## src/rtl/cic_decim_ctrl_if.sv

```systemverilog
// Configuration handshake for cic_decim_ctrl.
//   cfg_rate  : requested decimation rate (CW bits)
//   cfg_valid : request, held by the requester until accepted
//   cfg_ready : controller accepts; transfer when cfg_valid & cfg_ready
//   cfg_err   : one-cycle pulse after a transfer that carried rate 0
interface cic_decim_ctrl_if #(
   parameter int unsigned CW = 8
) ();
   logic [CW-1:0] cfg_rate;
   logic          cfg_valid;
   logic          cfg_ready;
   logic          cfg_err;

   modport master (
      output cfg_rate,
      output cfg_valid,
      input  cfg_ready,
      input  cfg_err
   );

   modport slave (
      input  cfg_rate,
      input  cfg_valid,
      output cfg_ready,
      output cfg_err
   );
endinterface

```

## src/rtl/cic_decim_ctrl.sv

```systemverilog
// Sequencing controller for a CIC decimator.
// Produces the integrator enable for every accepted sample, the comb enable once per R
// samples, and an output-valid strobe aligned to the comb-chain latency. The rate is
// programmable through the cfg interface and only changes at a decimation boundary; after
// any (re)start the output stays off until N boundaries have refilled the comb memory.
// Ports:
//   i_clk, i_rst_n : clock, synchronous active-low reset
//   i_enable       : run enable
//   i_ready        : input-sample strobe
//   cfg            : rate configuration handshake (slave side)
//   o_integ_en     : integrator-chain enable
//   o_comb_en      : comb-chain enable (decimated strobe)
//   o_ready        : decimated output valid
//   o_phase        : current input-sample phase, 0..R-1
//   o_rate         : active rate
//   o_settled      : high once the comb memory is refilled
module cic_decim_ctrl #(
   parameter int unsigned CW        = 8,
   parameter int unsigned N         = 3,
   parameter int unsigned COMB_LAT  = 3,
   parameter int unsigned R_DEFAULT = 5
) (
   input  logic                i_clk,
   input  logic                i_rst_n,
   input  logic                i_enable,
   input  logic                i_ready,
   cic_decim_ctrl_if.slave     cfg,
   output logic                o_integ_en,
   output logic                o_comb_en,
   output logic                o_ready,
   output logic [CW-1:0]       o_phase,
   output logic [CW-1:0]       o_rate,
   output logic                o_settled
);

   localparam int unsigned SW = (N > 1) ? $clog2(N) : 1;

   typedef enum logic [1:0] {StIdle, StSettle, StRun} state_e;

   state_e                state_q, state_d;
   logic [CW-1:0]         phase_q, phase_d;
   logic [CW-1:0]         rate_q, rate_d;
   logic [SW-1:0]         settle_q, settle_d;
   logic                  cfg_err_q, cfg_err_d;
   logic                  integ_q;
   logic                  bnd_q, bnd_qual_q;
   logic                  comb_q, comb_qual_q;
   logic [COMB_LAT-1:0]   dly_q, dly_d;

   logic                  accept, boundary, qual, cfg_rdy, xfer, phase_last;

   assign phase_last = (phase_q == rate_q - CW'(1));

   always_comb begin
      state_d   = state_q;
      phase_d   = phase_q;
      rate_d    = rate_q;
      settle_d  = settle_q;
      cfg_err_d = 1'b0;
      cfg_rdy   = 1'b0;
      accept    = 1'b0;
      boundary  = 1'b0;
      qual      = 1'b0;
      xfer      = 1'b0;

      case (state_q)
         StIdle: begin
            cfg_rdy = 1'b1;
            phase_d = '0;
            if (i_enable) begin
               state_d  = StSettle;
               settle_d = '0;
            end
         end
         StSettle, StRun: begin
            if (!i_enable) begin
               // A would-be boundary is dropped along with the sample.
               state_d = StIdle;
               phase_d = '0;
            end else if (i_ready) begin
               accept = 1'b1;
               if (phase_last) begin
                  boundary = 1'b1;
                  cfg_rdy  = 1'b1;
                  phase_d  = '0;
                  qual     = (state_q == StRun);
                  if (state_q == StSettle) begin
                     if (settle_q == SW'(N - 1)) begin
                        state_d = StRun;
                     end else begin
                        settle_d = settle_q + SW'(1);
                     end
                  end
               end else begin
                  phase_d = phase_q + CW'(1);
               end
            end
         end
         default: state_d = StIdle;
      endcase

      // Rate change overrides the settle progress computed above; the boundary's own
      // comb strobe and qualifier are unaffected.
      xfer = cfg.cfg_valid & cfg_rdy;
      if (xfer) begin
         if (cfg.cfg_rate == '0) begin
            cfg_err_d = 1'b1;
         end else begin
            rate_d = cfg.cfg_rate;
            if (state_q != StIdle) begin
               state_d  = StSettle;
               settle_d = '0;
               phase_d  = '0;
            end
         end
      end
   end

   always_comb begin
      dly_d    = '0;
      dly_d[0] = comb_q & comb_qual_q;
      for (int i = 1; i < COMB_LAT; i++) begin
         dly_d[i] = dly_q[i-1];
      end
   end

   always_ff @(posedge i_clk) begin
      if (!i_rst_n) begin
         state_q     <= StIdle;
         phase_q     <= '0;
         rate_q      <= CW'(R_DEFAULT);
         settle_q    <= '0;
         cfg_err_q   <= 1'b0;
         integ_q     <= 1'b0;
         bnd_q       <= 1'b0;
         bnd_qual_q  <= 1'b0;
         comb_q      <= 1'b0;
         comb_qual_q <= 1'b0;
         dly_q       <= '0;
      end else begin
         state_q     <= state_d;
         phase_q     <= phase_d;
         rate_q      <= rate_d;
         settle_q    <= settle_d;
         cfg_err_q   <= cfg_err_d;
         integ_q     <= accept;
         // Extra stage so the comb runs after the integrator has absorbed the R-th sample.
         bnd_q       <= boundary;
         bnd_qual_q  <= qual;
         comb_q      <= bnd_q;
         comb_qual_q <= bnd_qual_q;
         dly_q       <= dly_d;
      end
   end

   assign cfg.cfg_ready = cfg_rdy;
   assign cfg.cfg_err   = cfg_err_q;
   assign o_integ_en    = integ_q;
   assign o_comb_en     = comb_q;
   assign o_ready       = dly_q[COMB_LAT-1];
   assign o_phase       = phase_q;
   assign o_rate        = rate_q;
   assign o_settled     = (state_q == StRun);

endmodule

```

## src/flat_wrapper.sv

```systemverilog
// flat-port wrapper written by rule: the top's interface ports become plain ports
module cic_decim_ctrl_flat 
#(
   parameter int unsigned CW        = 8,
   parameter int unsigned N         = 3,
   parameter int unsigned COMB_LAT  = 3,
   parameter int unsigned R_DEFAULT = 5
)
  (i_clk, i_rst_n, i_enable, i_ready, o_integ_en, o_comb_en, o_ready, o_phase, o_rate, o_settled, cfg_cfg_rate, cfg_cfg_valid, cfg_cfg_ready, cfg_cfg_err);
  cic_decim_ctrl_if #(.CW(CW)) cfg_i ();
  input  logic i_clk;
  input  logic i_rst_n;
  input  logic i_enable;
  input  logic i_ready;
  output logic o_integ_en;
  output logic o_comb_en;
  output logic o_ready;
  output logic [CW-1:0] o_phase;
  output logic [CW-1:0] o_rate;
  output logic o_settled;
  input wire logic [$bits(cfg_i.cfg_rate)-1:0] cfg_cfg_rate;
  input wire logic [$bits(cfg_i.cfg_valid)-1:0] cfg_cfg_valid;
  output wire logic [$bits(cfg_i.cfg_ready)-1:0] cfg_cfg_ready;
  output wire logic [$bits(cfg_i.cfg_err)-1:0] cfg_cfg_err;
  assign cfg_i.cfg_rate = cfg_cfg_rate;
  assign cfg_i.cfg_valid = cfg_cfg_valid;
  assign cfg_cfg_ready = cfg_i.cfg_ready;
  assign cfg_cfg_err = cfg_i.cfg_err;
  cic_decim_ctrl #(.CW(CW), .N(N), .COMB_LAT(COMB_LAT), .R_DEFAULT(R_DEFAULT)) u_core (.i_clk(i_clk), .i_rst_n(i_rst_n), .i_enable(i_enable), .i_ready(i_ready), .cfg(cfg_i), .o_integ_en(o_integ_en), .o_comb_en(o_comb_en), .o_ready(o_ready), .o_phase(o_phase), .o_rate(o_rate), .o_settled(o_settled));
endmodule
```

## config.mk

```make
export PLATFORM = sky130hd
export DESIGN_NAME = cic_decim_ctrl_flat
export DESIGN_NICKNAME = d
export VERILOG_FILES = /design/src/rtl/cic_decim_ctrl_if.sv /design/src/rtl/cic_decim_ctrl.sv /design/src/flat_wrapper.sv
export SDC_FILE = /design/constraint.sdc
export NUM_CORES = 1
export LEC_CHECK = 0
export ABC_CLOCK_PERIOD_IN_PS = 3300
export CORE_UTILIZATION = 25
export DETAILED_ROUTE_END_ITERATION = 10
export PLACE_DENSITY = 0.47
export SETUP_SLACK_MARGIN = 0.5
export SLEW_MARGIN = 10
export SYNTH_ARGS = -nofsm -noshare
export SYNTH_HDL_FRONTEND = slang
export SYNTH_SLANG_ARGS = --single-unit
```

## constraint.sdc

```tcl
create_clock -name i_clk -period 3.3 [get_ports i_clk]
set_input_delay 0.66 -clock i_clk [delete_from_list [all_inputs] [get_ports i_clk]]
set_output_delay 0.66 -clock i_clk [all_outputs]
set_load 0.01 [all_outputs]
```

Word level (Yosys, flattened, before mapping)
Index checks and enable logic that the tools add are counted.
- bits in registers: 29
- bits of input ports: 13
- output and inout bits: 22
- word-level logic and storage cells: 63
- add/subtract/negate cells: 3
- equal/unequal tests: 4
- mux-type cells: 33
- bitwise logic cells: 3
- reductions and logical operators: 9
- operators by type and width (kind ; number):
    $mux 8 ; 6
    $mux 2 ; 18
    $pmux 8 s2 ; 1
    $add 8x1->8 const B ; 1
    $eq 8x8->1 ; 1
    $logic_not 8->1 ; 1
    $pmux 2 s2 ; 2
    $sub 8x1->8 const B ; 1
    $reduce_and 2->1 ; 3
    $mux 1 ; 5
    $reduce_and 5->1 ; 1
    $eq 2x2->1 const B ; 2
    $reduce_and 3->1 ; 1
    $add 2x1->2 const B ; 1
    $and 1x1->1 ; 2
    $eq 2x1->1 const B ; 1
    $logic_not 2->1 ; 1
    $pmux 1 s2 ; 1
    $reduce_bool 2->1 ; 1
    $reduce_or 2->1 ; 1
    $not 1->1 ; 1

Logic depth before layout (Yosys ltp)
Gate-level depths: netlist (run 1).
- word-level depth: 10
- depth in mapped cells: 9
- gate-level depth less buffers: 8

Worst setup path after synthesis (run 1)
Ideal clock, no wire load.
- kind: register to output
- from: register u_core.rate_q[2], in the netlist u_core.o_rate[2]
- to: output cfg_cfg_ready
- data arrival time: 2.017 ns
- setup slack: 0.623 ns
- cell stages (with the launch flop): 6
- path buffers: 0
- path through: dfxtp_1 -> or4_1 -> or3_4 -> a21o_2 -> nor4_4 -> or2_2
- cells in the longest elaborated chain, start to end: 6
- RTL lines (element ; RTL line ; source):
    start: declaration ; cic_decim_ctrl.sv:42 ; logic [CW-1:0] rate_q, rate_d;
    start signal: assignment ; cic_decim_ctrl.sv:131 ; rate_q <= CW'(R_DEFAULT);
    start signal: assignment ; cic_decim_ctrl.sv:143 ; rate_q <= rate_d;
    $sub 8x1->8 ; cic_decim_ctrl.sv:52 ; assign phase_last = (phase_q == rate_q - CW'(1));
    $eq 8x8->1 ; cic_decim_ctrl.sv:52 ;
    $mux 1 ; cic_decim_ctrl.sv:82 ; if (phase_last) begin
    $mux 1 ; cic_decim_ctrl.sv:80 ; end else if (i_ready) begin
    $mux 1 ; cic_decim_ctrl.sv:76 ; if (!i_enable) begin
    $pmux 1 s2 ; cic_decim_ctrl.sv:66 ; case (state_q)
    end: declaration ; flat_wrapper.sv:23 ; output wire logic [$bits(cfg_i.cfg_ready)-1:0] cfg_cfg_ready;
No other way between the ends.

Final worst setup path (run 1)
- from: register u_core.rate_q[1], in the netlist u_core.o_rate[1]
- to: output cfg_cfg_ready
The elaborated chain is that of the path after synthesis.

==> results.sh, run 1 <==
export IMPL_yosys_register_bits=29
export IMPL_r2r_slack_ns=0.65
export IMPL_startpoint_type="flip-flop"
export IMPL_status="finished clean"
export IMPL_finalWirelength_um=4950
export IMPL_slew_headroom=0.604
export IMPL_ctsHoldBuffers=0
export IMPL_slew_viol_final=0
export IMPL_drive_above_1_share=0.169
export IMPL_synth_fp_nets=209
export IMPL_clk_pin_slew_worst_paths_ns=0.07
export IMPL_min_path_cells=1
export IMPL_yosysSeqAreaShare=0.354
export IMPL_critPathArrivalTime_ns=2.28
export IMPL_grt_start_max_net_pins=13
export IMPL_path_class="flip-flop to output port"
export IMPL_tns_ns=0
export IMPL_peakVddDrop_v=0.000191
export IMPL_portBuffers=34
export IMPL_fin_ws_ns=0.357
export IMPL_hp_class="flip-flop to flip-flop"
export IMPL_finalCriticalPeriod_ns=2.94
export IMPL_power_density_nw_per_um2=402
export IMPL_final_common_cell="clkdlybuf4s50_1"
export IMPL_path_max_fanout=5
export IMPL_grt_pass1_wl_um=8220
export IMPL_min_delay_start="u_core.dly_q[0]"
export IMPL_numCtsBuffers=5
export IMPL_rows=29
export IMPL_cpLargestDelayFamily="compound AO/OA/AOI/OAI gates"
export IMPL_antenna_found_initial=0
export IMPL_antenna_left=0
export IMPL_initial_utilization=0.258
export IMPL_fp_dieArea_um2=6880
export IMPL_min_to="u_core.dly_q[1]"
export IMPL_clock_latency_ns=0.28
export IMPL_grt_pass1_vias=1626
export IMPL_rsz0062_at_grt="true"
export IMPL_diodes=0
export IMPL_max_slew_worst_pin_slew_ns=0.594
export IMPL_post_place_ws_ns=0.196
export IMPL_hold_violations=0
export IMPL_slowest_delay_ns=0.48
export IMPL_synth_yosys_warnings=0
export IMPL_cts_root_buffer="clkbuf_8"
export IMPL_syn_area_um2=1640
export IMPL_leakage_nw=0.867
export IMPL_end_kind="output port"
export IMPL_io_pins=35
export IMPL_synth_ff_type="dfxtp_1"
export IMPL_r2r_end="u_core.o_rate[2]"
export IMPL_layout_common_cells="33 x clkdlybuf4s50_1, 26 x dfxtp_1, 17 x buf_4, 14 x a21oi_1, 13 x nand2_1"
export IMPL_via_per_inst=5.08
export IMPL_vias=1627
export IMPL_r2r_start="u_core.o_rate[0]"
export IMPL_place_gp_congestion=0.755
export IMPL_fin_worst_skew_ns=0.00589
export IMPL_overflow=0
export IMPL_die_w_um=83.0
export IMPL_die_height_um=83.0
export IMPL_syn_instance_count=188
export IMPL_synthArstFlopShare=0
export IMPL_clockBufferDepth=2
export IMPL_drtIter0Drc=81
export IMPL_worstPathCellList="inv_1 > ha_1 > xnor3_2 > a32oi_1 > a21o_4 > nor4_4 > or2_4 > buf_6"
export IMPL_synth_distinct_cells=45
export IMPL_instances_no_fill=320
export IMPL_synth_edf_count=0
export IMPL_syn2layout_area_growth_pct=43.1
export IMPL_dp_cells=308
export IMPL_required_ns=2.64
export IMPL_synth_area_per_cell_um2=8.72
export IMPL_core_um2=6350
export IMPL_maxCapViolCount=0
export IMPL_final_nets=263
export IMPL_hpwl_um=3640
export IMPL_dr_pass1_iters=4
export IMPL_htreeDepth=2
export IMPL_track_usage=0.151
export IMPL_setup_viol=0
export IMPL_cts_tree="done"
export IMPL_period_share=0.892
export IMPL_r2r_worst_path_cells=8
export IMPL_drc=0
export IMPL_cpMaxStageDelayCell="a32oi_1"
export IMPL_wl_per_cell_um=15.5
export IMPL_cts_sinks=29
export IMPL_timing_fmax_ghz=0.340
export IMPL_worst_path_buf_inv=2
-- registers in the layout, indices dropped and copies added (netlist names) --
signal	count
u_core.state_q	2
u_core.settle_q	2
u_core.bnd_q	1
u_core.bnd_qual_q	1
u_core.cfg.cfg_err	1
u_core.o_rate	8
u_core.o_phase	8
u_core.o_integ_en	1
u_core.comb_qual_q	1
u_core.dly_q	3
u_core.o_comb_en	1
-- synthesized netlist by cell type, types with 2 or more instances --
library cell  instances  share of area
nor3_1                3         0.0092
o21ai_0               8          0.024
nand3b_1              3          0.014
and3_1                8          0.031
and2_1                5          0.019
nor2b_1               3          0.011
and4_1                2          0.011
ha_1                  8          0.061
a311oi_1              4          0.021
nand3_1              12          0.037
xnor2_1               6          0.032
nor2_1                8          0.018
nor4_1                2         0.0076
dfxtp_1              29           0.35
a211o_1               2          0.011
xor2_1                4          0.021
nand2_1              13          0.030
a21oi_1              14          0.043
clkbuf_1              4         0.0092
or4_1                 3          0.014
inv_1                10          0.023
nand4_1               2         0.0076
a32oi_1               2          0.011
o211ai_1              6          0.027
or3_1                 2         0.0076
a41oi_1               2          0.011
a31oi_1               5          0.019
-- power breakdown --
part,switching [mW],internal [mW],total [mW]
combinational,0.0971,0.0912,0.188
sequential,0.00912,0.359,0.368
clock,0.141,0.246,0.387
-- repair_timing --
item / 4_1_cts / 5_1_grt
pin swaps: 6 / 0
setup endpoints to repair: 1 / 7
setup buffers: 4 / 0
resized for setup: 14 / 2
-- layout make-up --
cell class                      instances  area [um2]
Clock buffer                            7        86.3
Clock inverter                          1        30.0
Fill cell                             640        4000
Inverter                               11        41.3
Multi-Input combinational cell        143        1020
Sequential cell                        29         587
Tap cell                               77        96.3
Timing Repair Buffer                   52         480
-- worst max path at each step --
stage / cells after the start / end / slack [ns] / from
finish: 8 / cfg_cfg_ready / 0.36 / u_core.o_rate[1]
global route: 6 / cfg_cfg_ready / 0.30 / u_core.o_rate[4]
CTS: 6 / cfg_cfg_ready / 0.38 / u_core.o_rate[3]
detailed placement: 6 / cfg_cfg_ready / 0.20 / u_core.o_rate[3]
global placement: 6 / cfg_cfg_ready / 0.25 / u_core.o_rate[3]
floorplan: 5 / cfg_cfg_ready / 0.62 / u_core.o_rate[2]
-- through the flow --
step	hold slack [ns]	utilization	instance area (um2)	total power, mW
finish	0.432	0.369	2350	0.944
global route	0.449	0.369	2350	0.989
CTS	0.433	0.367	2330	0.949
detailed placement	0.417	0.340	2160	0.545
global placement	0.415	0.340	2160	0.546
floorplan	0.412	-	1640	0.470
-- metal layers --
metal	GRT usage	wire length (um)	vias to the layer above
met2	0.250	2370	44
met1	0.186	2250	760
met5	0	0	-
li1	-	-	812
met4	0.0705	111	0
met3	0.0348	217	11
-- logic make-up after synthesis --
| family | share of synthesized area |
|---|---|
| AOI/OAI and AO/OA | 0.224 |
| xor gates and xnor gates | 0.0679 |
| adders and majority gates | 0.0611 |
| buffers and inverters | 0.0389 |
| DFF | 0.354 |
| and+or+nand+nor | 0.254 |
Note: power is estimated with default switching activity, not from simulation.
==> inputs of run 2 (changes only) <==
Settings changed: CAP_MARGIN set to 10.
==> results of run 2 <==
The final DEF is identical to that of run 1; final timing and power are the same.
